--- config.mk ---
export PLATFORM = sky130hd
export DESIGN_NAME = gmii_tx_framer
export DESIGN_NICKNAME = d
export VERILOG_FILES = /design/src/rtl/eth_pkg.sv /design/src/rtl/crc32_d8.sv /design/src/rtl/gmii_tx_framer.sv
export SDC_FILE = /design/constraint.sdc
export NUM_CORES = 1
export LEC_CHECK = 0
export BUFFER_PORTS_ARGS = -buffer_cell sky130_fd_sc_hd__buf_2
export CAP_MARGIN = 15
export CORE_UTILIZATION = 30
export DETAILED_ROUTE_END_ITERATION = 16
export GPL_TIMING_DRIVEN = 1
export PLACE_DENSITY = 0.51
export SLEW_MARGIN = 10
export SYNTH_ARGS = -nofsm -noshare
export SYNTH_HDL_FRONTEND = slang
export SYNTH_SLANG_ARGS = --single-unit
--- constraint.sdc ---
create_clock -name gmii_tx_clk -period 2.2 [get_ports gmii_tx_clk]
set_clock_uncertainty 0.05 [all_clocks]
set_input_delay 0.22 -clock gmii_tx_clk [delete_from_list [all_inputs] [get_ports gmii_tx_clk]]
set_output_delay 0.22 -clock gmii_tx_clk [all_outputs]
set_load 0.01 [all_outputs]
--- src/rtl/eth_pkg.sv ---
// ---------------------------------------------------------------------------
// eth_pkg
// Shared Ethernet constants for the GMII transmit path.
//   ETH_PREAMBLE / ETH_SFD   : line bytes sent ahead of every frame
//   CRC32_INIT               : CRC register value at the start of a frame
//   CRC32_RESIDUE            : register value after running payload + FCS
//   CRC32_POLY_REFL          : 0x04C11DB7 bit-reversed for LSB-first update
//   tx_state_t               : TX framer state encoding
// ---------------------------------------------------------------------------
package eth_pkg;

  localparam logic [7:0]  ETH_PREAMBLE    = 8'h55;
  localparam logic [7:0]  ETH_SFD         = 8'hD5;
  localparam logic [31:0] CRC32_INIT      = 32'hFFFFFFFF;
  localparam logic [31:0] CRC32_RESIDUE   = 32'hDEBB20E3;
  localparam logic [31:0] CRC32_POLY_REFL = 32'hEDB88320;

  typedef enum logic [2:0] {
    TX_IDLE,
    TX_PRE,
    TX_SFD,
    TX_DATA,
    TX_PAD,
    TX_FCS,
    TX_IFG
  } tx_state_t;

endpackage

--- src/rtl/crc32_d8.sv ---
// ---------------------------------------------------------------------------
// crc32_d8
// Combinational next-state function of the Ethernet CRC-32, one byte per
// call, reflected (LSB-first) form. The CRC register lives in the caller.
//   crc_in  [31:0] : current CRC register
//   data    [7:0]  : byte to absorb
//   crc_out [31:0] : CRC register after absorbing data
// ---------------------------------------------------------------------------
module crc32_d8
  import eth_pkg::*;
(
  input  logic [31:0] crc_in,
  input  logic [7:0]  data,
  output logic [31:0] crc_out
);

  // Fold the byte into the low bits, then shift out eight bits, applying
  // the reflected polynomial whenever a one falls off the bottom.
  always_comb begin
    logic [31:0] c;
    c = crc_in ^ {24'h000000, data};
    for (int i = 0; i < 8; i++) begin
      if (c[0]) c = (c >> 1) ^ CRC32_POLY_REFL;
      else      c = c >> 1;
    end
    crc_out = c;
  end

endmodule

--- src/rtl/gmii_tx_framer.sv ---
// ---------------------------------------------------------------------------
// gmii_tx_framer
// Turns a valid/ready/last byte stream into a complete GMII frame:
// preamble, SFD, payload, zero pad up to MIN_FRAME, CRC-32 FCS, then an
// enforced inter-frame gap of IFG_BYTES idle cycles.
//   gmii_tx_clk        : transmit clock, all logic on the rising edge
//   rst_n              : asynchronous active-low reset
//   s_tvalid/s_tdata/s_tlast/s_tready : upstream byte stream
//   gmii_tx_en/gmii_txd: registered GMII outputs to the RGMII stage
//   busy               : high whenever the framer is not idle
//   underrun           : one-cycle pulse when upstream starves mid-payload
// The state register names the byte being produced for the NEXT cycle, so
// DATA is entered while the SFD is still being prepared and s_tready can
// accept payload byte 0 in the same cycle the SFD is on the wire.
// ---------------------------------------------------------------------------
module gmii_tx_framer
  import eth_pkg::*;
#(
  parameter int PREAMBLE_LEN = 7,
  parameter int MIN_FRAME    = 60,
  parameter int IFG_BYTES    = 12
)(
  input  logic       gmii_tx_clk,
  input  logic       rst_n,
  input  logic       s_tvalid,
  input  logic [7:0] s_tdata,
  input  logic       s_tlast,
  output logic       s_tready,
  output logic       gmii_tx_en,
  output logic [7:0] gmii_txd,
  output logic       busy,
  output logic       underrun
);

  localparam logic [10:0] MIN_CNT  = 11'(MIN_FRAME);
  localparam logic [7:0]  PRE_LAST = 8'(PREAMBLE_LEN - 1);
  localparam logic [7:0]  IFG_LAST = 8'(IFG_BYTES - 1);

  tx_state_t   state;
  logic [10:0] byte_cnt;
  logic [10:0] byte_cnt_inc;
  logic [7:0]  step_cnt;
  logic [31:0] crc;
  logic [31:0] crc_next;
  logic [7:0]  crc_data;
  logic [31:0] fcs_word;

  assign s_tready = (state == TX_DATA);

  // Pad bytes are zero, so the CRC input only follows s_tdata in DATA.
  assign crc_data = (state == TX_DATA) ? s_tdata : 8'h00;

  // Saturating payload count: only the pad decision depends on it.
  assign byte_cnt_inc = (byte_cnt == 11'h7FF) ? byte_cnt : byte_cnt + 11'd1;

  // FCS is the inverted register, least-significant byte first.
  assign fcs_word = ~crc >> {step_cnt[1:0], 3'b000};

  crc32_d8 u_crc (
    .crc_in  (crc),
    .data    (crc_data),
    .crc_out (crc_next)
  );

  // Framer FSM with every output registered.
  always_ff @(posedge gmii_tx_clk or negedge rst_n) begin
    if (!rst_n) begin
      state      <= TX_IDLE;
      gmii_tx_en <= 1'b0;
      gmii_txd   <= 8'h00;
      busy       <= 1'b0;
      underrun   <= 1'b0;
      byte_cnt   <= 11'd0;
      step_cnt   <= 8'd0;
      crc        <= CRC32_INIT;
    end else begin
      underrun <= 1'b0;
      case (state)
        TX_IDLE: begin
          gmii_tx_en <= 1'b0;
          gmii_txd   <= 8'h00;
          busy       <= 1'b0;
          if (s_tvalid) begin
            gmii_tx_en <= 1'b1;
            gmii_txd   <= ETH_PREAMBLE;
            busy       <= 1'b1;
            step_cnt   <= 8'd1;
            state      <= (PRE_LAST == 8'd0) ? TX_SFD : TX_PRE;
          end
        end
        TX_PRE: begin
          gmii_tx_en <= 1'b1;
          gmii_txd   <= ETH_PREAMBLE;
          if (step_cnt == PRE_LAST) state <= TX_SFD;
          else                      step_cnt <= step_cnt + 8'd1;
        end
        TX_SFD: begin
          gmii_tx_en <= 1'b1;
          gmii_txd   <= ETH_SFD;
          crc        <= CRC32_INIT;
          byte_cnt   <= 11'd0;
          state      <= TX_DATA;
        end
        TX_DATA: begin
          if (s_tvalid) begin
            gmii_tx_en <= 1'b1;
            gmii_txd   <= s_tdata;
            crc        <= crc_next;
            byte_cnt   <= byte_cnt_inc;
            if (s_tlast) begin
              step_cnt <= 8'd0;
              state    <= (byte_cnt_inc < MIN_CNT) ? TX_PAD : TX_FCS;
            end
          end else begin
            // Starved mid-payload: drop the frame without an FCS. The idle
            // cycle produced here already counts toward the gap.
            underrun   <= 1'b1;
            gmii_tx_en <= 1'b0;
            gmii_txd   <= 8'h00;
            step_cnt   <= 8'd1;
            state      <= TX_IFG;
          end
        end
        TX_PAD: begin
          gmii_tx_en <= 1'b1;
          gmii_txd   <= 8'h00;
          crc        <= crc_next;
          byte_cnt   <= byte_cnt_inc;
          if (byte_cnt_inc >= MIN_CNT) begin
            step_cnt <= 8'd0;
            state    <= TX_FCS;
          end
        end
        TX_FCS: begin
          gmii_tx_en <= 1'b1;
          gmii_txd   <= fcs_word[7:0];
          if (step_cnt == 8'd3) begin
            step_cnt <= 8'd0;
            state    <= TX_IFG;
          end else begin
            step_cnt <= step_cnt + 8'd1;
          end
        end
        TX_IFG: begin
          // step_cnt counts idle cycles already produced; the last one is
          // on the wire while the FSM sits in IDLE.
          gmii_tx_en <= 1'b0;
          gmii_txd   <= 8'h00;
          if (step_cnt == IFG_LAST) begin
            busy  <= 1'b0;
            state <= TX_IDLE;
          end else begin
            step_cnt <= step_cnt + 8'd1;
          end
        end
        default: begin
          gmii_tx_en <= 1'b0;
          gmii_txd   <= 8'h00;
          busy       <= 1'b0;
          state      <= TX_IDLE;
        end
      endcase
    end
  end

endmodule

==> summary.md, run 1 <==
| Metric | Value |
|---|---|
| Initial antenna violation count | 0 |
| Worst slew margin | 69.4% |
| Largest net degree at the start of global routing | 66 |
| Area of the multi-input gates | 2570 um2 |
| Starting density of the core | 31.1% |
| WHS Path Cells | 3 |
| CTS root buffer | clkbuf_16 |
| Post-synthesis net count | 445 |
| Crit path buffers/inverters | 1 |
| Depth of the CTS H-tree | 3 |
| Status | finished clean |
| Final HPWL DP | 7.54 mm |
| Maximum VDD drop | 0.000410 V |
| Via count | 3,368 |
| Placement Cell Area | 4920 um2 |
| Commonest cells in the netlist | 53 x a21oi_1, 48 x nor2_1, 34 x xnor2_1 |
| First-pass GRT wire length | 17.9 mm |
| Cells after Synth | 430 |
| Synthesized area per cell | 10.1 um2 |
| Vias in the first global route | 3,254 |
| WP data required | 2420 ps |
| Synth area leaders | dfstp_2 19%, dfrtp_1 19%, xnor2_1 6.9% |
| Final Instance Count excl. Fillers | 672 |
| Congestion Overflow GR | 0 |
| Met2 routed WL | 4.83 mm |
| I/O Pins | 24 |
| Final Max Slew Viols | 0 |
| Total CTS buffers | 9 |
| Sequential Area | 1670 um2 |
| CTS tree | done |
| Layout area overhead | 22.5% |
| Die area | 15,000 um2 |
| Switch share | 21.3% |
| Rows | 43 |
| Crit path max-delay family | XOR/XNOR gates |
| Sink Count | 65 |
| Worst hold margin | 89.7 ps |
| CP Cell Sequence | nand4b_1 > xor2_4 > buf_4 > xnor2_4 > xnor2_2 > xnor2_1 > o22a_1 |
| Commonest register cell after synthesis | dfrtp_1 |
| Iter 0 DRT Violations | 255 |
| Post-synth EDFFs | 0 |
| Actual slew at the worst max-slew pin | 457 ps |
| Yosys top cell area share | 19.3% |
| Flop pwr share | 47.0% |
| Yosys warning total | 0 |
| Final Instance Area | 5320 um2 |
| Die width | 122 um |
| Input/output buffers | 23 |
| Total Power | 2.55 mW |
| Final worst path period share | 96.5% |
| # diodes | 0 |
| Final #Nets | 502 |
| Lkg Pwr | 2.29 nW |
| Worst Path Max Fanout | 12 |
| Clk Latency, worst-skew pair | 330 ps |
| Metal3 WL | 452 um |
| Largest stage delay, worst path | 470 ps |
| Cells after DPL | 648 |
| Worst setup path class | reg2reg |
| Gr usage total | 15.6% |
| Combinational fraction of design power | 2.2% |
| #FFs+latches synth | 65 |
| Die height | 122 um |
| Routed WL | 10.7 mm |
| Core Area | 14,000 um2 |
| CP arrival | 2350 ps |
| Seq/Total Area, Yosys | 38.4% |
| Number of stages on the worst setup path | 7 |
| DRC viols | 0 |
| Routability cong. | 0.793 |
| Met1 wire length | 5.26 mm |
| Synth area leader | dfstp_2 |
| Ys async rst share | 100% |
| Psw | 0.543 mW |
| Most common cell in the netlist | a21oi_1 |
| Setup Viol. Count Final | 0 |
| Bufs on Longest Clock Path | 2 |
| Critical Path End Type | flip-flop |
| Worst Hold Class | in2reg |
| Worst r2r path cells | 7 |
| Cell Area, Synth | 4350 um2 |
| Clock power frac | 50.8% |
| Fmax achieved | 471 MHz |
| Cell Pwr Density | 480 nW/um2 |
| Hold Violations, Final | 0 |
| Filler instances | 1,372 |
| Startpoint types | flip-flop |
| Post-route ant nets | 0 |
| Wire length per cell | 15.9 um |
| Clock transition at the registers of the reported paths | 50 ps |
| Top sig layer | met4 |
| Slowest-stage cell, CP | dfrtp_2 |
| Int Power | 2.01 mW |
| Post-route minimum period | 2120 ps |
| Netlist cell types | 60 |
| Share of cells above drive strength 1 | 32.5% |
| RSZ-0062 raised after global routing | yes |
| Pre-Repair DR Iteration Count | 5 |
| Via/cell ratio | 5.01 |
| Max_cap viols | 0 |
| Setup TNS | 0 ps |
-- cells in the final DEF (no fill, tap or decap), types with 5 or more instances in the layout --
| master | count |
|---|---|
| o22ai_1 | 5 |
| a31oi_1 | 10 |
| clkbuf_16 | 10 |
| mux4_2 | 8 |
| nand4b_1 | 5 |
| dfrtp_1 | 30 |
| nand2_1 | 22 |
| clkbuf_1 | 5 |
| and3_1 | 5 |
| o22a_1 | 6 |
| a21oi_1 | 53 |
| o21ai_0 | 18 |
| buf_4 | 42 |
| nand3_1 | 9 |
| nor2_1 | 47 |
| xnor2_2 | 5 |
| dfstp_2 | 32 |
| buf_2 | 23 |
| xor2_4 | 6 |
| nand4_1 | 6 |
| xnor2_1 | 34 |
| xor2_1 | 20 |
| inv_1 | 8 |
-- registers in the layout (all words and copies together) (netlist names) --
| name | count |
|---|---|
| crc | 32 |
| byte_cnt | 11 |
| gmii_txd | 8 |
| step_cnt | 8 |
| state | 3 |
| busy | 1 |
| gmii_tx_en | 1 |
| underrun | 1 |
-- area by class of cell --
class                      instances  area share (%)
clock buffer                      15            4.84
clock inverter                     1          0.0941
inverter                          11           0.776
multi-input combinational        328            48.4
sequential                        65            31.4
tap                              180            4.23
timing repair buffer              72            10.3
-- power by group through the flow --
stage	sequential [mW]	clock, mW	combinational [mW]
2_1_floorplan	1.22	0	0.00931
3_3_place_gp	1.22	0	0.0552
3_5_place_dp	1.22	0	0.0564
4_1_cts	1.20	1.34	0.0577
5_1_grt	1.20	1.40	0.0630
6_report	1.20	1.30	0.0557
-- kinds of logic (layout without fill, tap and decap cells) --
logic type | count (synthesis) | in the layout | share of synthesized area [%]
simple gates | 122 | 122 | 14.8
mux | 10 | 10 | 4.72
xor+xnor | 74 | 74 | 20.5
buf+inv | 37 | 99 | 3.83
flops | 65 | 65 | 38.4
fa+ha+maj | 3 | 3 | 0.864
compound gates | 119 | 119 | 16.9
-- routing by layer --
metal	vias to the layer above	GRT usage, %
li1	1643	-
met3	11	2.88
met2	68	23.0
met1	1646	22.3
met4	0	6.48
met5	-	0
-- path summary, 6_finish.rpt --
path,slack (ps),startpoint,end
worst max-delay path,80,state[2]$_DFFE_PN0P_,crc[27]$_DFFE_PN1P_
worst min-delay path,90,s_tlast,state[2]$_DFFE_PN0P_
worst max register to register,80,state[2]$_DFFE_PN0P_,crc[27]$_DFFE_PN1P_
worst min register to register,460,crc[13]$_DFFE_PN1P_,crc[13]$_DFFE_PN1P_
max in group asynchronous,1390,rst_n,crc[15]$_DFFE_PN1P_
min in group asynchronous,390,rst_n,gmii_txd[5]$_DFF_PN0_
-- worst register-to-register path, stage by stage, from the launching register on --
cell,delay (ps)
dfrtp_2,470
nand4b_1,330
xor2_4,270
buf_4,170
xnor2_4,290
xnor2_2,190
xnor2_1,160
o22a_1,140
-- what timing repair did --
| item | 4_1_cts | 5_1_grt |
|---|---|---|
| hold endpoints to repair | 33 | 0 |
| endpoints found under the setup margin | 0 | 30 |
| hold buffers | 1 | 0 |
| gates resized for setup | 0 | 13 |
| setup buffers | 0 | 6 |
-- through the flow --
stage	utilization [%]	setup slack (ps)
floorplan	-	15.6
global placement	35.2	64.6
detailed placement	35.2	69.2
CTS	37.1	38.1
global route	38.0	-27.2
finish	38.0	77.6
(Power assumes the default switching activity.)
==> run 2: changes to the inputs <==
--- a/config.mk
+++ b/config.mk
@@ -14,4 +14,5 @@
 export SLEW_MARGIN = 10
 export SYNTH_ARGS = -nofsm -noshare
 export SYNTH_HDL_FRONTEND = slang
+export SYNTH_HIERARCHICAL = 1
 export SYNTH_SLANG_ARGS = --single-unit
==> summary.md, run 2 <==
| Metric | Value |
|---|---|
| Bufs on Longest Clock Path | 2 |
| Netlist cell types | 64 |
| Max FFs per register | 32 |
| Yosys warning total | 6 |
| Synth area leaders | dfstp_2 18%, dfrtp_1 18%, xnor3_1 5.9% |
| Depth of the CTS H-tree | 3 |
| Die area | 15,800 um2 |
| Lkg Pwr | 2.53 nW |
| Cell Pwr Density | 2150 nW/um2 |
| Wire length per cell | 16.1 um |
| Vias in the first global route | 3,615 |
| Actual slew at the worst max-slew pin | 361 ps |
| Largest net degree at the start of global routing | 66 |
| Setup TNS | 0 ps |
| CP arrival | 2350 ps |
| Ys async rst share | 100% |
| Post-route ant nets | 0 |
| Cells after DPL | 695 |
| Top Registers | crc (32), byte_cnt (11) |
| Die width | 126 um |
| Clock transition at the registers of the reported paths | 60 ps |
| Final worst path period share | 99.6% |
| Fmax achieved | 457 MHz |
| Biggest register | crc |
| Starting density of the core | 31.2% |
| Die height | 126 um |
| Hold Violations, Final | 0 |
| FF-to-FF Start | byte_cnt[0]$_DFFE_PN0P_ |
| Yosys top cell area share | 18.3% |
| Congestion Overflow GR | 0 |
| Post-synth EDFFs | 0 |
| Routability cong. | 0.825 |
| # diodes | 0 |
| Seq/Total Area, Yosys | 36.4% |
| Iter 0 DRT Violations | 317 |
| Commonest cells in the netlist | 57 x nand2_1, 54 x nor2_1, 47 x o21ai_0 |
| Worst slew margin | 76.0% |
| Worst Path Max Fanout | 4 |
| CTS tree | done |
| Final Max Slew Viols | 0 |
| Commonest cells after routing, fill and taps aside | 58 x buf_4, 54 x nand2_1, 52 x nor2_1 |
| RSZ-0062 raised after global routing | yes |
| Synth area leader | dfstp_2 |
| CP Cell Sequence | ha_4 > xnor2_2 > nor4b_2 > o221a_1 > nor4_4 > a31o_2 > buf_6 > a211o_1 |
| Most common cell in the netlist | nand2_1 |
| Final HPWL DP | 7.92 mm |
| Share of cells above drive strength 1 | 36.9% |
| Sink Count | 65 |
| Cells after Synth | 462 |
| Maximum VDD drop | 0.000788 V |
| DRC viols | 4 |
| Final #Nets | 550 |
| Via count | 3,614 |
| Max_cap viols | 0 |
| Hold Crit Start | s_tlast |
| Final Instance Count excl. Fillers | 724 |
| Fin util | 40.3% |
| Layout area overhead | 29.4% |
| Clk Latency, worst-skew pair | 330 ps |
| Cell Area, Synth | 4580 um2 |
| Worst setup path class | reg2reg |
| Worst Hold Class | in2reg |
| Total CTS buffers | 9 |
| Setup Viol. Count Final | 0 |
| I/O Pins | 24 |
| Status | finished, violations left |
| Critical Path End Type | flip-flop |
| Largest stage delay, worst path | 430 ps |
| Pre-Repair DR Iteration Count | 10 |
| Failing checks | design-rule violations |
| Gr usage total | 15.6% |
| Rows | 44 |
| Post-synthesis net count | 477 |
| CP startpoint | byte_cnt[0]$_DFFE_PN0P_ |
| Most common cell after layout, fill and taps aside | buf_4 |
| Slowest-stage cell, CP | dfrtp_2 |
| Final WS setup | 9.87 ps |
| CTS root buffer | clkbuf_16 |
| Commonest register cell after synthesis | dfrtp_1 |
| Initial antenna violation count | 0 |
| Post-place setup slack | -104 ps |
| #FFs+latches synth | 65 |
| Startpoint types | flip-flop |
| Via/cell ratio | 4.99 |
| First-pass GRT wire length | 19.2 mm |
| WP data required | 2360 ps |
| Input/output buffers | 23 |
| Synthesized area per cell | 9.92 um2 |
| Routed WL | 11.6 mm |
| Post-route minimum period | 2190 ps |
| Core Area | 14,700 um2 |
-- run 2: cell count changes in the layout (fill, tap and decap cells not counted), sizes merged, moves of 7 or more --
cell and delta:
nor2 +7, xnor2 -8, nand2 +35, o21ai +30
xor2 -20, a21oi -31, buf +20, nor3 +8
xor3 +8, xnor3 +10
-- run 2: cells by family after synthesis --
logic type                 Yosys count  synth area share, %
and+or+nand+nor                    164                 16.5
AOI/OAI and AO/OA                  112                 15.1
DFF                                 65                 36.4
xor gates and xnor gates            64                 21.9
buffers and inverters               39                 3.77
muxes                               15                 5.60
adders and majority gates            3                0.819
-- run 2: what timing repair did --
| item | in CTS | in global routing |
|---|---|---|
| endpoints found under the setup margin | 8 | 19 |
| setup buffers | 3 | 8 |
| hold buffers | 1 | 0 |
| cloned | 0 | 1 |
| pin swaps | 3 | 7 |
| endpoints found under the hold margin | 33 | 0 |
| gates resized for setup | 3 | 22 |
-- run 2: path summary, 6_finish.rpt --
check | to | slack (ps) | cells past startpoint
worst min-delay path | state[2]$_DFFE_PN0P_ | 120 | 3
max in group asynchronous | crc[24]$_DFFE_PN1P_ | 1390 | 3
worst min register to register | byte_cnt[0]$_DFFE_PN0P_ | 480 | 1
min in group asynchronous | gmii_txd[3]$_DFF_PN0_ | 400 | 3
worst max register to register | step_cnt[6]$_DFFE_PN0P_ | 10 | 8
worst max-delay path | step_cnt[6]$_DFFE_PN0P_ | 10 | 8
-- run 2: critical path: cells and delay by family (launching register included) --
family | cells | cell delay [ps]
XOR/XNOR | 1 | 130
AND/OR/NAND/NOR | 2 | 300
buffers and inverters | 1 | 130
flip-flops | 1 | 430
adder cells (fa/ha/maj) | 1 | 190
AO/OA/AOI/OAI | 3 | 840
-- run 2: where the power goes --
group	total, mW	switching [mW]	internal [mW]
combinational	8.77	3.76	5.01
clock	1.58	0.556	1.03
sequential	2.39	0.454	1.93
-- run 2: final cells by class --
| cell class | count | area (um2) |
|---|---|---|
| clock inverters | 6 | 90.1 |
| well taps | 184 | 230 |
| flip-flops and latches | 65 | 1670 |
| multi-input cells | 359 | 2950 |
| repair buffers | 91 | 723 |
| clock buffers | 10 | 239 |
| fillers | 1397 | 8770 |
| inverters | 9 | 33.8 |
-- run 2: through the flow --
stage               total power [mW]  instance area (um2)  hold WS (ps)
global route                    13.6                 5930           144
finish                          12.7                 5930           117
detailed placement              10.6                 5370           232
global placement                10.6                 5370           227
CTS                             12.4                 5740           105
floorplan                       8.45                 4680          -126
-- run 2: per-layer routing --
metal	GRT usage, %	part of all wire, %	vias to the layer above
met5	0	0	-
met4	5.45	1.1	0
met3	2.82	3.5	5
met2	25.0	48	66
met1	21.1	48	1770
li1	-	-	1773
==> run 3: changes to the inputs <==
--- a/config.mk
+++ b/config.mk
@@ -8,8 +8,10 @@
 export BUFFER_PORTS_ARGS = -buffer_cell sky130_fd_sc_hd__buf_2
 export CAP_MARGIN = 15
 export CORE_UTILIZATION = 30
+export CTS_BUF_LIST = sky130_fd_sc_hd__clkbuf_16
 export DETAILED_ROUTE_END_ITERATION = 16
 export GPL_TIMING_DRIVEN = 1
+export HOLD_SLACK_MARGIN = 0.05
 export PLACE_DENSITY = 0.51
 export SLEW_MARGIN = 10
 export SYNTH_ARGS = -nofsm -noshare
==> summary.md, run 3 (same netlist as run 2, synthesis figures left out) <==
| Metric | Value |
|---|---|
| Critical Path End Type | flip-flop |
| Hold Violations, Final | 0 |
| Most common cell after layout, fill and taps aside | buf_4 |
| CP arrival | 2350 ps |
| Total CTS buffers | 9 |
| Post-route minimum period | 2190 ps |
| Crit path max-delay family | compound AO/OA/AOI/OAI gates |
| Iter 0 DRT Violations | 305 |
| RSZ-0062 raised after global routing | yes |
| Die width | 126 um |
| DRC viols | 4 |
| Failing checks | design-rule violations |
| Status | finished, violations left |
| Startpoint types | flip-flop |
| Rows | 44 |
| Cells after DPL | 695 |
| Final HPWL DP | 7.92 mm |
| Crit path buffers/inverters | 1 |
| Final Instance Count excl. Fillers | 724 |
| Lkg Pwr | 2.52 nW |
| Final #Nets | 550 |
| Bufs on Longest Clock Path | 2 |
| Post-route ant nets | 0 |
| Worst Path Max Fanout | 4 |
| Final Max Slew Viols | 0 |
| Layout area overhead | 29.2% |
| Filler instances | 1,400 |
| Hold Crit Start | s_tlast |
| Vias in the first global route | 3,615 |
| Gr usage total | 15.6% |
| Largest net degree at the start of global routing | 66 |
| Routed WL | 11.6 mm |
| I/O Pins | 24 |
| Largest stage delay, worst path | 430 ps |
| Core Area | 14,700 um2 |
| Wire length per cell | 16.0 um |
| Max_cap viols | 0 |
| Top sig layer | met4 |
| FF-to-FF Start | byte_cnt[0]$_DFFE_PN0P_ |
| Die height | 126 um |
| Met2 routed WL | 5.51 mm |
| Final WS setup | 10.3 ps |
| CP Cell Sequence | ha_4 > xnor2_2 > nor4b_2 > o221a_1 > nor4_4 > a31o_2 > buf_6 > a211o_1 |
| Depth of the CTS H-tree | 3 |
| Die area | 15,800 um2 |
| Pre-Repair DR Iteration Count | 12 |
| Via count | 3,634 |
| Metal3 WL | 404 um |
| Routability cong. | 0.825 |
| Clock transition at the registers of the reported paths | 60 ps |
| Max FFs per register | 32 |
| Biggest register | crc |
| Final worst path period share | 99.5% |
| Congestion Overflow GR | 0 |
| Worst Hold Class | in2reg |
| Top Registers | crc (32), byte_cnt (11) |
| Sink Count | 65 |
| Initial antenna violation count | 0 |
| Starting density of the core | 31.2% |
| Worst setup path class | reg2reg |
| Met1 wire length | 5.56 mm |
| Setup Viol. Count Final | 0 |
| CTS root buffer | clkbuf_16 |
| First-pass GRT wire length | 19.1 mm |
| Input/output buffers | 23 |
| Reg-to-reg setup timing slack | 10 ps |
| Actual slew at the worst max-slew pin | 370 ps |
| CP startpoint | byte_cnt[0]$_DFFE_PN0P_ |
| Commonest cells after routing, fill and taps aside | 58 x buf_4, 54 x nand2_1, 52 x nor2_1 |
| WP data required | 2360 ps |
| CTS tree | done |
| # diodes | 0 |
| Clk Latency, worst-skew pair | 330 ps |
| Worst slew margin | 75.3% |
| Share of cells above drive strength 1 | 36.7% |
| Cell Pwr Density | 2150 nW/um2 |
| Maximum VDD drop | 0.000794 V |
| Worst hold margin | 117 ps |
| Post-place setup slack | -104 ps |
| Via/cell ratio | 5.02 |
| Slowest-stage cell, CP | dfrtp_2 |
| Fmax achieved | 457 MHz |
==> run 3: cell count changes in the layout (fill, tap and decap cells not counted), sizes merged <==
cell,before,now
clkbuf,10,9
clkinv,2,3
==> run 3: where the power goes <==
group | switching [mW] | leakage (nW) | total [mW] | internal (mW)
registers | 0.453 | 0.767 | 2.39 | 1.93
clock network | 0.556 | 0.153 | 1.55 | 0.991
logic | 3.76 | 1.60 | 8.77 | 5.01
total | 4.77 | 2.52 | 12.7 | 7.93
==> run 3: area by class of cell <==
| cell class | count | area [um2] | area share [%] |
|---|---|---|---|
| multi-input combinational | 359 | 2950 | 49.7 |
| sequential | 65 | 1670 | 28.2 |
| timing repair buffer | 91 | 723 | 12.2 |
| tap | 184 | 230 | 3.89 |
| clock buffer | 9 | 225 | 3.80 |
| clock inverter | 7 | 93.8 | 1.58 |
| inverter | 9 | 33.8 | 0.571 |
==> run 3: repair_timing <==
item / 4_1_cts / 5_1_grt
pin swaps: 3 / 7
hold buffers: 1 / 0
buffers inserted: 3 / 8
resized for setup: 3 / 22
cloned: 0 / 1
endpoints found under the setup margin: 8 / 19
endpoints found under the hold margin: 33 / 0
==> run 3: layer usage <==
layer,track usage [%],vias to the layer above
li1,-,1770
met1,21.1,1783
met2,24.9,76
met3,2.82,5
met4,5.45,0
met5,0,-
==> run 3: tightest hold or removal path, stage by stage <==
cell and delay [ps]:
buf_2 120, o21ai_0 70, nand2_1 50
==> run 3: through the flow <==
stage,utilization (%),setup TNS (ps),instance area (um2),power [mW]
final,40.3,0,5920,12.7
after global routing,40.3,-68.5,5920,13.6
after CTS,39.0,-17.5,5730,12.4
after detailed placement,36.5,-193,5370,10.6
after global placement,36.5,0,5370,10.6
after floorplan,-,-117,4680,8.45
==> run 3: path summary, 6_finish.rpt <==
check,endpoint,cells past startpoint
worst max-delay path,step_cnt[6]$_DFFE_PN0P_,8
worst min-delay path,state[2]$_DFFE_PN0P_,3
worst max register to register,step_cnt[6]$_DFFE_PN0P_,8
worst min register to register,byte_cnt[0]$_DFFE_PN0P_,1
max in group asynchronous,crc[24]$_DFFE_PN1P_,3
min in group asynchronous,gmii_txd[3]$_DFF_PN0_,3
